[src/rtl/chain_code_pkg.sv]
// Shared constants and state encoding for the chain-code serial encoder.
// Direction codes follow the decoder's numbering; CC_DONE terminates a contour.
package chain_code_pkg;

  localparam logic [3:0] CC_E    = 4'd0;
  localparam logic [3:0] CC_NE   = 4'd1;
  localparam logic [3:0] CC_N    = 4'd2;
  localparam logic [3:0] CC_NW   = 4'd3;
  localparam logic [3:0] CC_W    = 4'd4;
  localparam logic [3:0] CC_SW   = 4'd5;
  localparam logic [3:0] CC_S    = 4'd6;
  localparam logic [3:0] CC_SE   = 4'd7;
  localparam logic [3:0] CC_DONE = 4'b1000;

  localparam int DATA_BITS  = 4;
  localparam int FRAME_BITS = 6;

  typedef enum logic [2:0] {
    IDLE, WAIT_PIX, START_BIT, DATA_BIT, STOP_BIT, GAP
  } state_t;

endpackage

[src/rtl/chain_code_encoder_if.sv]
// Pixel handshake, contour control and serial/status signals of the encoder.
// Handshake: a pixel transfers on a rising CLK edge where pix_valid && pix_ready.
interface chain_code_encoder_if;
  import chain_code_pkg::*;

  logic        start;
  logic [5:0]  start_pixel_x;
  logic [5:0]  start_pixel_y;
  logic        pix_valid;
  logic [5:0]  pix_x;
  logic [5:0]  pix_y;
  logic        pix_last;
  logic        pix_ready;
  logic        output_serial_bit;
  logic        busy;
  logic [3:0]  ChainCode_output;
  logic [15:0] code_count;
  logic        error;
  logic        done;
  state_t      state;

  modport master (
    output start, start_pixel_x, start_pixel_y, pix_valid, pix_x, pix_y, pix_last,
    input  pix_ready, output_serial_bit, busy, ChainCode_output, code_count,
           error, done, state
  );

  modport slave (
    input  start, start_pixel_x, start_pixel_y, pix_valid, pix_x, pix_y, pix_last,
    output pix_ready, output_serial_bit, busy, ChainCode_output, code_count,
           error, done, state
  );

endinterface

[src/rtl/chain_code_dir.sv]
// Maps a signed pixel step (dx,dy) to an 8-neighbour direction code.
// valid_o is low for zero steps and for any step larger than one pixel.
module chain_code_dir
  import chain_code_pkg::*;
(
  input  logic signed [6:0] dx_i,
  input  logic signed [6:0] dy_i,
  output logic              valid_o,
  output logic [2:0]        code_o
);

  logic dx_m, dx_z, dx_p, dy_m, dy_z, dy_p;

  assign dx_m = (dx_i == -7'sd1);
  assign dx_z = (dx_i ==  7'sd0);
  assign dx_p = (dx_i ==  7'sd1);
  assign dy_m = (dy_i == -7'sd1);
  assign dy_z = (dy_i ==  7'sd0);
  assign dy_p = (dy_i ==  7'sd1);

  always_comb begin
    valid_o = 1'b1;
    code_o  = 3'd0;
    if      (dx_z && dy_m) code_o = CC_E[2:0];
    else if (dx_m && dy_m) code_o = CC_NE[2:0];
    else if (dx_p && dy_z) code_o = CC_N[2:0];
    else if (dx_p && dy_p) code_o = CC_NW[2:0];
    else if (dx_z && dy_p) code_o = CC_W[2:0];
    else if (dx_m && dy_p) code_o = CC_SW[2:0];
    else if (dx_m && dy_z) code_o = CC_S[2:0];
    else if (dx_p && dy_m) code_o = CC_SE[2:0];
    else                   valid_o = 1'b0;
  end

endmodule

[src/rtl/chain_code_encoder.sv]
// Turns a stream of contour pixels into UART-style chain-code frames
// (start 0, 4 data bits LSB first, stop 1, one idle gap clock), then a terminator.
module chain_code_encoder
  import chain_code_pkg::*;
#(
  parameter int CLKS_PER_BIT = 10
) (
  input logic           CLK,
  input logic           reset,
  chain_code_encoder_if.slave bus
);

  localparam int CW = (CLKS_PER_BIT > 1) ? $clog2(CLKS_PER_BIT) : 1;

  state_t      state_q, state_d;
  logic [5:0]  prev_x_q, prev_x_d, prev_y_q, prev_y_d;
  logic [3:0]  shreg_q, shreg_d;
  logic [3:0]  code_q, code_d;
  logic [CW-1:0] clk_cnt_q, clk_cnt_d;
  logic [1:0]  bit_idx_q, bit_idx_d;
  logic [15:0] count_q, count_d;
  logic        pend_q, pend_d, term_q, term_d;
  logic        busy_q, busy_d, error_q, error_d, done_q, done_d;

  logic signed [6:0] dx, dy;
  logic              step_valid;
  logic [2:0]        step_code;
  logic              bit_end;

  // 7-bit difference of zero-extended coordinates: no wrap-around at the edges.
  assign dx = $signed({1'b0, bus.pix_x} - {1'b0, prev_x_q});
  assign dy = $signed({1'b0, bus.pix_y} - {1'b0, prev_y_q});

  chain_code_dir u_dir (
    .dx_i    (dx),
    .dy_i    (dy),
    .valid_o (step_valid),
    .code_o  (step_code)
  );

  assign bit_end = (clk_cnt_q == CW'(CLKS_PER_BIT - 1));

  always_comb begin
    state_d   = state_q;
    prev_x_d  = prev_x_q;
    prev_y_d  = prev_y_q;
    shreg_d   = shreg_q;
    code_d    = code_q;
    clk_cnt_d = clk_cnt_q;
    bit_idx_d = bit_idx_q;
    count_d   = count_q;
    pend_d    = pend_q;
    term_d    = term_q;
    busy_d    = busy_q;
    error_d   = error_q;
    done_d    = 1'b0;
    case (state_q)
      IDLE: begin
        if (bus.start) begin
          prev_x_d = bus.start_pixel_x;
          prev_y_d = bus.start_pixel_y;
          count_d  = 16'd0;
          error_d  = 1'b0;
          busy_d   = 1'b1;
          pend_d   = 1'b0;
          state_d  = WAIT_PIX;
        end
      end
      WAIT_PIX: begin
        if (bus.pix_valid) begin
          clk_cnt_d = '0;
          bit_idx_d = 2'd0;
          if (bus.pix_last) pend_d = 1'b1;
          if (step_valid) begin
            shreg_d  = {1'b0, step_code};
            code_d   = {1'b0, step_code};
            prev_x_d = bus.pix_x;
            prev_y_d = bus.pix_y;
            term_d   = 1'b0;
            state_d  = START_BIT;
          end else begin
            error_d = 1'b1;
            // A rejected last pixel still has to close the contour.
            if (bus.pix_last) begin
              shreg_d = CC_DONE;
              code_d  = CC_DONE;
              term_d  = 1'b1;
              state_d = START_BIT;
            end
          end
        end
      end
      START_BIT, DATA_BIT, STOP_BIT: begin
        clk_cnt_d = clk_cnt_q + CW'(1);
        if (bit_end) begin
          clk_cnt_d = '0;
          if (state_q == START_BIT) state_d = DATA_BIT;
          else if (state_q == STOP_BIT) state_d = GAP;
          else begin
            bit_idx_d = bit_idx_q + 2'd1;
            if (bit_idx_q == 2'(DATA_BITS - 1)) state_d = STOP_BIT;
          end
        end
      end
      GAP: begin
        if (term_q) begin
          done_d  = 1'b1;
          busy_d  = 1'b0;
          pend_d  = 1'b0;
          term_d  = 1'b0;
          state_d = IDLE;
        end else begin
          count_d = (count_q == 16'hFFFF) ? count_q : count_q + 16'd1;
          if (pend_q) begin
            shreg_d = CC_DONE;
            code_d  = CC_DONE;
            term_d  = 1'b1;
            state_d = START_BIT;
          end else begin
            state_d = WAIT_PIX;
          end
        end
      end
      default: state_d = IDLE;
    endcase
  end

  always_ff @(posedge CLK or posedge reset) begin
    if (reset) begin
      state_q   <= IDLE;
      prev_x_q  <= 6'd0;
      prev_y_q  <= 6'd0;
      shreg_q   <= 4'd0;
      code_q    <= 4'd0;
      clk_cnt_q <= '0;
      bit_idx_q <= 2'd0;
      count_q   <= 16'd0;
      pend_q    <= 1'b0;
      term_q    <= 1'b0;
      busy_q    <= 1'b0;
      error_q   <= 1'b0;
      done_q    <= 1'b0;
    end else begin
      state_q   <= state_d;
      prev_x_q  <= prev_x_d;
      prev_y_q  <= prev_y_d;
      shreg_q   <= shreg_d;
      code_q    <= code_d;
      clk_cnt_q <= clk_cnt_d;
      bit_idx_q <= bit_idx_d;
      count_q   <= count_d;
      pend_q    <= pend_d;
      term_q    <= term_d;
      busy_q    <= busy_d;
      error_q   <= error_d;
      done_q    <= done_d;
    end
  end

  // Line is decoded from state so reset forces it high without waiting for a clock.
  always_comb begin
    bus.output_serial_bit = 1'b1;
    if (state_q == START_BIT)     bus.output_serial_bit = 1'b0;
    else if (state_q == DATA_BIT) bus.output_serial_bit = shreg_q[bit_idx_q];
  end

  assign bus.pix_ready        = (state_q == WAIT_PIX);
  assign bus.busy             = busy_q;
  assign bus.ChainCode_output = code_q;
  assign bus.code_count       = count_q;
  assign bus.error            = error_q;
  assign bus.done             = done_q;
  assign bus.state            = state_q;

endmodule

[src/flat_wrapper.sv]
// flat-port wrapper written by rule: the top's interface ports become plain ports
module chain_code_encoder_flat import chain_code_pkg::*;
#(
  parameter int CLKS_PER_BIT = 10
)
  (CLK, reset, bus_start, bus_start_pixel_x, bus_start_pixel_y, bus_pix_valid, bus_pix_x, bus_pix_y, bus_pix_last, bus_pix_ready, bus_output_serial_bit, bus_busy, bus_ChainCode_output, bus_code_count, bus_error, bus_done, bus_state);
  chain_code_encoder_if bus_i ();
  input logic CLK;
  input logic reset;
  input wire logic [$bits(bus_i.start)-1:0] bus_start;
  input wire logic [$bits(bus_i.start_pixel_x)-1:0] bus_start_pixel_x;
  input wire logic [$bits(bus_i.start_pixel_y)-1:0] bus_start_pixel_y;
  input wire logic [$bits(bus_i.pix_valid)-1:0] bus_pix_valid;
  input wire logic [$bits(bus_i.pix_x)-1:0] bus_pix_x;
  input wire logic [$bits(bus_i.pix_y)-1:0] bus_pix_y;
  input wire logic [$bits(bus_i.pix_last)-1:0] bus_pix_last;
  output wire logic [$bits(bus_i.pix_ready)-1:0] bus_pix_ready;
  output wire logic [$bits(bus_i.output_serial_bit)-1:0] bus_output_serial_bit;
  output wire logic [$bits(bus_i.busy)-1:0] bus_busy;
  output wire logic [$bits(bus_i.ChainCode_output)-1:0] bus_ChainCode_output;
  output wire logic [$bits(bus_i.code_count)-1:0] bus_code_count;
  output wire logic [$bits(bus_i.error)-1:0] bus_error;
  output wire logic [$bits(bus_i.done)-1:0] bus_done;
  output wire logic [$bits(bus_i.state)-1:0] bus_state;
  assign bus_i.start = bus_start;
  assign bus_i.start_pixel_x = bus_start_pixel_x;
  assign bus_i.start_pixel_y = bus_start_pixel_y;
  assign bus_i.pix_valid = bus_pix_valid;
  assign bus_i.pix_x = bus_pix_x;
  assign bus_i.pix_y = bus_pix_y;
  assign bus_i.pix_last = bus_pix_last;
  assign bus_pix_ready = bus_i.pix_ready;
  assign bus_output_serial_bit = bus_i.output_serial_bit;
  assign bus_busy = bus_i.busy;
  assign bus_ChainCode_output = bus_i.ChainCode_output;
  assign bus_code_count = bus_i.code_count;
  assign bus_error = bus_i.error;
  assign bus_done = bus_i.done;
  assign bus_state = bus_i.state;
  chain_code_encoder #(.CLKS_PER_BIT(CLKS_PER_BIT)) u_core (.CLK(CLK), .reset(reset), .bus(bus_i));
endmodule
[config.mk]
export PLATFORM = sky130hd
export DESIGN_NAME = chain_code_encoder_flat
export DESIGN_NICKNAME = d
export VERILOG_FILES = /design/src/rtl/chain_code_pkg.sv /design/src/rtl/chain_code_encoder_if.sv /design/src/rtl/chain_code_dir.sv /design/src/rtl/chain_code_encoder.sv /design/src/flat_wrapper.sv
export SDC_FILE = /design/constraint.sdc
export NUM_CORES = 1
export LEC_CHECK = 0
export ABC_AREA = 1
export CORE_UTILIZATION = 40
export DETAILED_ROUTE_END_ITERATION = 8
export GPL_TIMING_DRIVEN = 0
export SYNTH_ARGS = -nofsm -noshare
export SYNTH_HDL_FRONTEND = slang
export SYNTH_SLANG_ARGS = --single-unit
[constraint.sdc]
create_clock -name CLK -period 6.1 [get_ports CLK]
set_clock_uncertainty 0.2 [all_clocks]
set_input_delay 0.915 -clock CLK [delete_from_list [all_inputs] [get_ports CLK]]
set_output_delay 0.915 -clock CLK [all_outputs]
set_load 0.005 [all_outputs]
# Yosys cells after proc, flatten, opt, wreduce, memory -nomap -nowiden
# Index checks and enable logic that the tools add are counted.
# classes
add_sub_neg,5
mul,0
n_div,0
magnitude_cmp,1
n_eq_ne,26
shifts,0
n_mux,74
bitwise_logic,0
reduce_logical,27
# op_table
op,n
3-bit two-way mux,17
16-bit two-way mux,3
6-bit two-way mux,6
16-bit one-hot mux with 2 select lines,1
4-bit two-way mux,7
1-bit two-way mux,24
6-bit one-hot mux with 2 select lines,2
5-bit AND reduction,4
"16-bit by 1-bit adder with 16-bit output, second input constant",1
"16-bit == test, second input constant",1
"2-bit inequality test, second input constant",8
4-bit one-hot mux with 2 select lines,2
"7-bit by 1-bit == test with 1-bit output, second input constant",2
"7-bit by 2-bit == test with 1-bit output, second input constant",2
7-bit zero test,2
6-bit by 6-bit subtractor with 7-bit output,2
3-bit one-hot mux with 4 select lines,1
4-bit AND reduction,3
2-bit two-way mux,5
1-bit logical AND,8
"2-bit by 1-bit inequality test with 1-bit output, second input constant",4
2-bit nonzero test,4
"3-bit by 2-bit == test with 1-bit output, second input constant",2
"3-bit == test, second input constant",2
17 further kinds,20
# word_totals
reg_bits,46
latch_bits,0
ramBits,0
romBits,0
inputBits,29
out_inout_bits,28
word_cells,145
n_memories,0

# Depth between registers and ports, before layout
# logic_depth
depth_word,14
ltp_mapped,21
mapped_depth_nobuf,20

# By module
# Synthesis repeated with hierarchy kept, for this count alone.
# unflattened
cells_unflattened,512
area_unflattened_um2,3495.9
# modules_own_cells
mod,n_inst,cells_each,area_per_inst_um2,seq_area_each_um2
chain_code_encoder,1,457,3243.1,1151.1
chain_code_dir,1,55,252.7,0.0

# Least setup slack after synthesis
# OpenSTA, ideal clock, no wires.
# synth_path
path_type,input to register
start,input bus_pix_x[0]
end,register u_core.prev_x_q[1]
setup_ps,116
arrival_ps,2960
required_time_ps,5784
path_slack_ps,2824
path_stages,19
path_buffers,1
cell_sequence,inv_1 -> ha_1 -> fa_1 -> or2_1 -> nor2_1 -> nand3_1 -> nor2_1 -> nand2_1 -> nor2_1 -> nand2_1 -> nand2_2 -> nor2_4 -> nand2_4 -> nand2_2 -> nand2_4 -> nand2_4 -> buf_6 -> nand2_2 -> nand2_1
# synth_between
elab_chain_len,13
elab_cells_between_ends,22
cone_classes,1 x add/sub; 3 x eq/ne; 8 x mux; 10 x reduce/logical
# synth_lines
element,line_no,rtl
from (decl),flat_wrapper.sv:14,input wire logic [$bits(bus_i.pix_x)-1:0] bus_pix_x;
6-bit by 6-bit subtractor with 7-bit output (*),chain_code_encoder.sv:31,"assign dx = $signed({1'b0, bus.pix_x} - {1'b0, prev_x_q});"
7-bit by 2-bit == test with 1-bit output,chain_code_dir.sv:16,assign dx_p = (dx_i == 7'sd1);
1-bit logical AND,chain_code_dir.sv:31,else if (dx_p && dy_m) code_o = CC_SE[2:0];
1-bit two-way mux,chain_code_dir.sv:31,
1-bit two-way mux,chain_code_dir.sv:30,else if (dx_m && dy_z) code_o = CC_S[2:0];
1-bit two-way mux,chain_code_dir.sv:29,else if (dx_m && dy_p) code_o = CC_SW[2:0];
1-bit two-way mux,chain_code_dir.sv:28,else if (dx_z && dy_p) code_o = CC_W[2:0];
1-bit two-way mux,chain_code_dir.sv:27,else if (dx_p && dy_p) code_o = CC_NW[2:0];
1-bit two-way mux,chain_code_dir.sv:26,else if (dx_p && dy_z) code_o = CC_N[2:0];
1-bit two-way mux,chain_code_dir.sv:25,else if (dx_m && dy_m) code_o = CC_NE[2:0];
1-bit two-way mux (*),chain_code_dir.sv:24,if (dx_z && dy_m) code_o = CC_E[2:0];
2-bit by 1-bit inequality test with 1-bit output (no line) (*),n/a,
4-bit AND reduction (no line) (*),n/a,
to (signal assigned),chain_code_encoder.sv:145,prev_x_q <= prev_x_d;
to (decl),chain_code_encoder.sv:16,"logic [5:0] prev_x_q, prev_x_d, prev_y_q, prev_y_d;"
# Mark *: on every way between the ends. The rest lies on a longest branch, timed or not.
# A chain may end at the register's enable or synchronous reset.

# Worst setup path in the final report
# layout_path
start,input bus_pix_y[0]
end,register u_core.prev_y_q[2]
# layout_between
elab_chain_len,13
elab_cells_between_ends,22
cone_classes,1 x add/sub; 3 x eq/ne; 8 x mux; 10 x reduce/logical
# layout_lines
element,line_no,rtl
from (decl),flat_wrapper.sv:15,input wire logic [$bits(bus_i.pix_y)-1:0] bus_pix_y;
6-bit by 6-bit subtractor with 7-bit output (*),chain_code_encoder.sv:32,"assign dy = $signed({1'b0, bus.pix_y} - {1'b0, prev_y_q});"
7-bit by 1-bit == test with 1-bit output,chain_code_dir.sv:17,assign dy_m = (dy_i == -7'sd1);
1-bit logical AND,chain_code_dir.sv:31,
1-bit two-way mux,chain_code_dir.sv:31,
1-bit two-way mux,chain_code_dir.sv:30,
1-bit two-way mux,chain_code_dir.sv:29,
1-bit two-way mux,chain_code_dir.sv:28,
1-bit two-way mux,chain_code_dir.sv:27,
1-bit two-way mux,chain_code_dir.sv:26,
1-bit two-way mux,chain_code_dir.sv:25,
1-bit two-way mux (*),chain_code_dir.sv:24,
2-bit by 1-bit inequality test with 1-bit output (no line) (*),n/a,
4-bit AND reduction (no line) (*),n/a,
to (signal assigned),chain_code_encoder.sv:146,prev_y_q <= prev_y_d;
to (decl),chain_code_encoder.sv:16,
# Marked as above.

==> results.txt <==
status: finished clean
GRT overflow: 0
DRC marker count from the first detailed-route iteration: 83
element type at the critical path end: register
final instance area: 0.00410 mm2
Seq/Total Area, Yosys: 35.1%
First-pass DRT Iterations: 4
Non-Filler Instances: 636
layout cell share with drive strength beyond 1: 9.36%
crit path max fanout: 10
Synth area leader: dfrtp_1
synth top area cells: dfrtp_1 35%, nand2_1 15%, inv_1 7.8%
fmax: 272 MHz
CTS Buffer Depth: 2
maximum vdd ir drop: 0.167 mV
adder-cell share of the synthesized area: 7.32%
initial antenna violation count: 0
Synth warnings: 0
distinct cell type count after synthesis: 37
mux contribution to synthesized area: 0%
total track usage: 18.8%
compound-gate portion of the synthesized area: 10.1%
Final min period: 3.68 ns
Post-Syn Nets: 516
Synth top area share: 35.1%
synthesized cell area: 0.00328 mm2
hold buffer count at CTS: 0
area of the core: 0.00785 mm2
Worst Tran Pin Value: 0.496 ns
Setup-failing EPs final: 0
XOR/XNOR share of the synthesized area: 0%
slowest cell on the critical path: fa_1
worst hold path type: register to register
crit start category: input port
crit path capture: u_core.prev_y_q[2]$_DFFE_PP0P_
Worst R2R End: u_core.prev_y_q[2]$_DFFE_PP0P_
R2R Setup Slk: 3.15 ns
first-pass GRT wire length: 13,100 um
# diodes: 0
R2R Path Start: u_core.prev_y_q[0]$_DFFE_PP0P_
Slew Viols, Final: 0
Vias/cell: 4.89
Syn Inst Count: 469
site row count: 32
Pwr Density: 392 mW/mm2
post-CTS setup buffer count: 0
CP max stage delay: 0.47 ns
Final Wtd Congestion: 0.858
Root Buffer: clkbuf_8
most common cell after layout, fill and taps aside: nand2_1
Tot Pwr: 1.61 mW
largest net degree at the start of global routing: 27
CP startpoint: bus_pix_y[0]
Fillers: 816
final net count: 580
post-synthesis sequential element count: 46
DP HPWL: 6060 um
Leakage: 2.02 nW
Die Span Y: 92.6 um
Final ANT Viol Nets: 0
Area after DPL: 0.00399 mm2
DRC: 0
Vias: 3,111
largest family of logic cells by synthesized area: simple AND/OR/NAND/NOR gates
# resized after CTS: 0
TritonCTS Sinks: 46
placed cell count: 628
Initial Utilization: 41.8%
FF/Latch Area: 0.00115 mm2
RSZ-0062 raised after global routing: no
port bufs: 56
Area Overhead vs Synth: 24.9%
worst hold slack: 0.284 ns
Post-Synth Simple-Gate Area: 38.1%
Die Width: 92.6 um
Slew headroom: 67.0%
DIE AREA: 0.00857 mm2
critical path cell sequence: clkdlybuf4s50_1 -> inv_1 -> ha_1 -> fa_1 -> or2_1 -> nor2_1 -> nand3_1 -> nor2_1 -> nand2_1 -> nor2_2 -> nand2_1 -> nand2_2 -> nor2_4 -> nand2_4 -> nand2_2 -> nand2_4 -> nand2_4 -> buf_6 -> nand2_2 -> nand2_1
H-tree depth: 2
CTS tree: yes
commonest non-fill, non-tap cells in the layout: 135 x nand2_1, 67 x inv_1, 56 x clkdlybuf4s50_1
CTS buffer count: 5
setup TNS: 0 ns
period utilisation layout: 60.3%
Final Hold Vio Count: 0
WP data arrival: 3.67 ns
area of the multi-input gates: 0.00183 mm2
Mean Syn Cell Area: 7.00 um2
I/O Pins: 57
Reg2Reg Depth: 18
max capacitance violation total: 0
vias in the first global route: 2,953
DR WL/cell: 11.9 um
Worst Setup Path Type: input port to register
Total Wirelength: 7580 um
clk slew on worst S/H paths: 0.09 ns
required time worst endpoint: 6.09 ns
Clk Latency, worst-skew pair: 0.30 ns
stage by stage:
step | utilization, % | setup WS [ns]
after global routing | 52.3 | 2.19
after global placement | 50.6 | 2.12
after CTS | 52.3 | 2.41
after floorplan | - | 2.82
final | 52.3 | 2.42
after detailed placement | 50.9 | 2.09
state kept, by name (all words and copies together) (netlist names):
signal / count
u_core.bit_idx_q: 2
u_core.bus.busy: 1
u_core.prev_y_q: 6
u_core.prev_x_q: 6
u_core.clk_cnt_q: 4
u_core.bus.error: 1
u_core.bus.state: 3
u_core.term_q: 1
u_core.bus.done: 1
u_core.shreg_q: 4
u_core.bus.code_count: 16
u_core.pend_q: 1
cell type report:
type	instances	share of cell area, %
multi-input combinational	345	44.5
sequential	46	28.1
timing repair buffer	57	14.2
inverter	72	6.59
tap	102	3.11
clock buffer	6	1.77
clock inverter	2	0.915
buffer	6	0.885
routing by layer:
layer	GRT usage, %	vias to the layer above	share of wire [%]
li1	-	1636	-
met1	24.2	1407	48
met2	33.1	59	47
met3	2.79	9	3.6
met4	4.56	0	1.4
met5	0	-	0
cells in the mapped netlist (all sizes together):
master and number:
nand3 35, nor4 1, nand2 156, and3 3
inv 72, a31oi 2, fa 2, a21oi 17
nor3b 2, nand3b 2, nor3 14, nand4 9
o221a 1, dfrtp 46, o221ai 1, buf 4
o21bai 1, o22ai 2, nor2 43, o211ai 2
or2 4, a211oi 4, o21ai 24, ha 16
o31ai 3, clkbuf 2, a21boi 1
how the worst min path moves through the flow:
stage	from	end	slack, ns	cells after the start
after floorplan	u_core.prev_y_q[3]$_DFFE_PP0P_	u_core.prev_y_q[3]$_DFFE_PP0P_	0.24	2
after global placement	u_core.prev_y_q[3]$_DFFE_PP0P_	u_core.prev_y_q[3]$_DFFE_PP0P_	0.26	2
after detailed placement	u_core.prev_y_q[3]$_DFFE_PP0P_	u_core.prev_y_q[3]$_DFFE_PP0P_	0.27	2
after CTS	u_core.prev_y_q[3]$_DFFE_PP0P_	u_core.prev_y_q[3]$_DFFE_PP0P_	0.29	2
after global routing	u_core.prev_x_q[2]$_DFFE_PP0P_	u_core.prev_x_q[2]$_DFFE_PP0P_	0.31	2
final	u_core.prev_y_q[3]$_DFFE_PP0P_	u_core.prev_y_q[3]$_DFFE_PP0P_	0.28	2
report_power, final:
group | total [mW] | switching (mW) | internal, mW | leakage, nW
sequential | 0.455 | 0.0699 | 0.385 | 0.606
combinational | 0.918 | 0.566 | 0.352 | 1.37
clock | 0.233 | 0.110 | 0.122 | 0.0514
total | 1.61 | 0.746 | 0.860 | 2.02
cell families (layout without fill, tap and decap cells):
kind of cell | count (synthesis) | after routing
AOI/OAI and AO/OA | 58 | 58
adders and majority gates | 18 | 18
buffers and inverters | 78 | 143
DFF | 46 | 46
and+or+nand+nor | 269 | 269
worst max-delay path, delay by kind of cell:
family / cells / cell delay, ns
and+or+nand+nor: 15 / 1.41
buffers and inverters: 3 / 0.66
adders and majority gates: 2 / 0.69
Note: power is estimated with default switching activity, not from simulation.
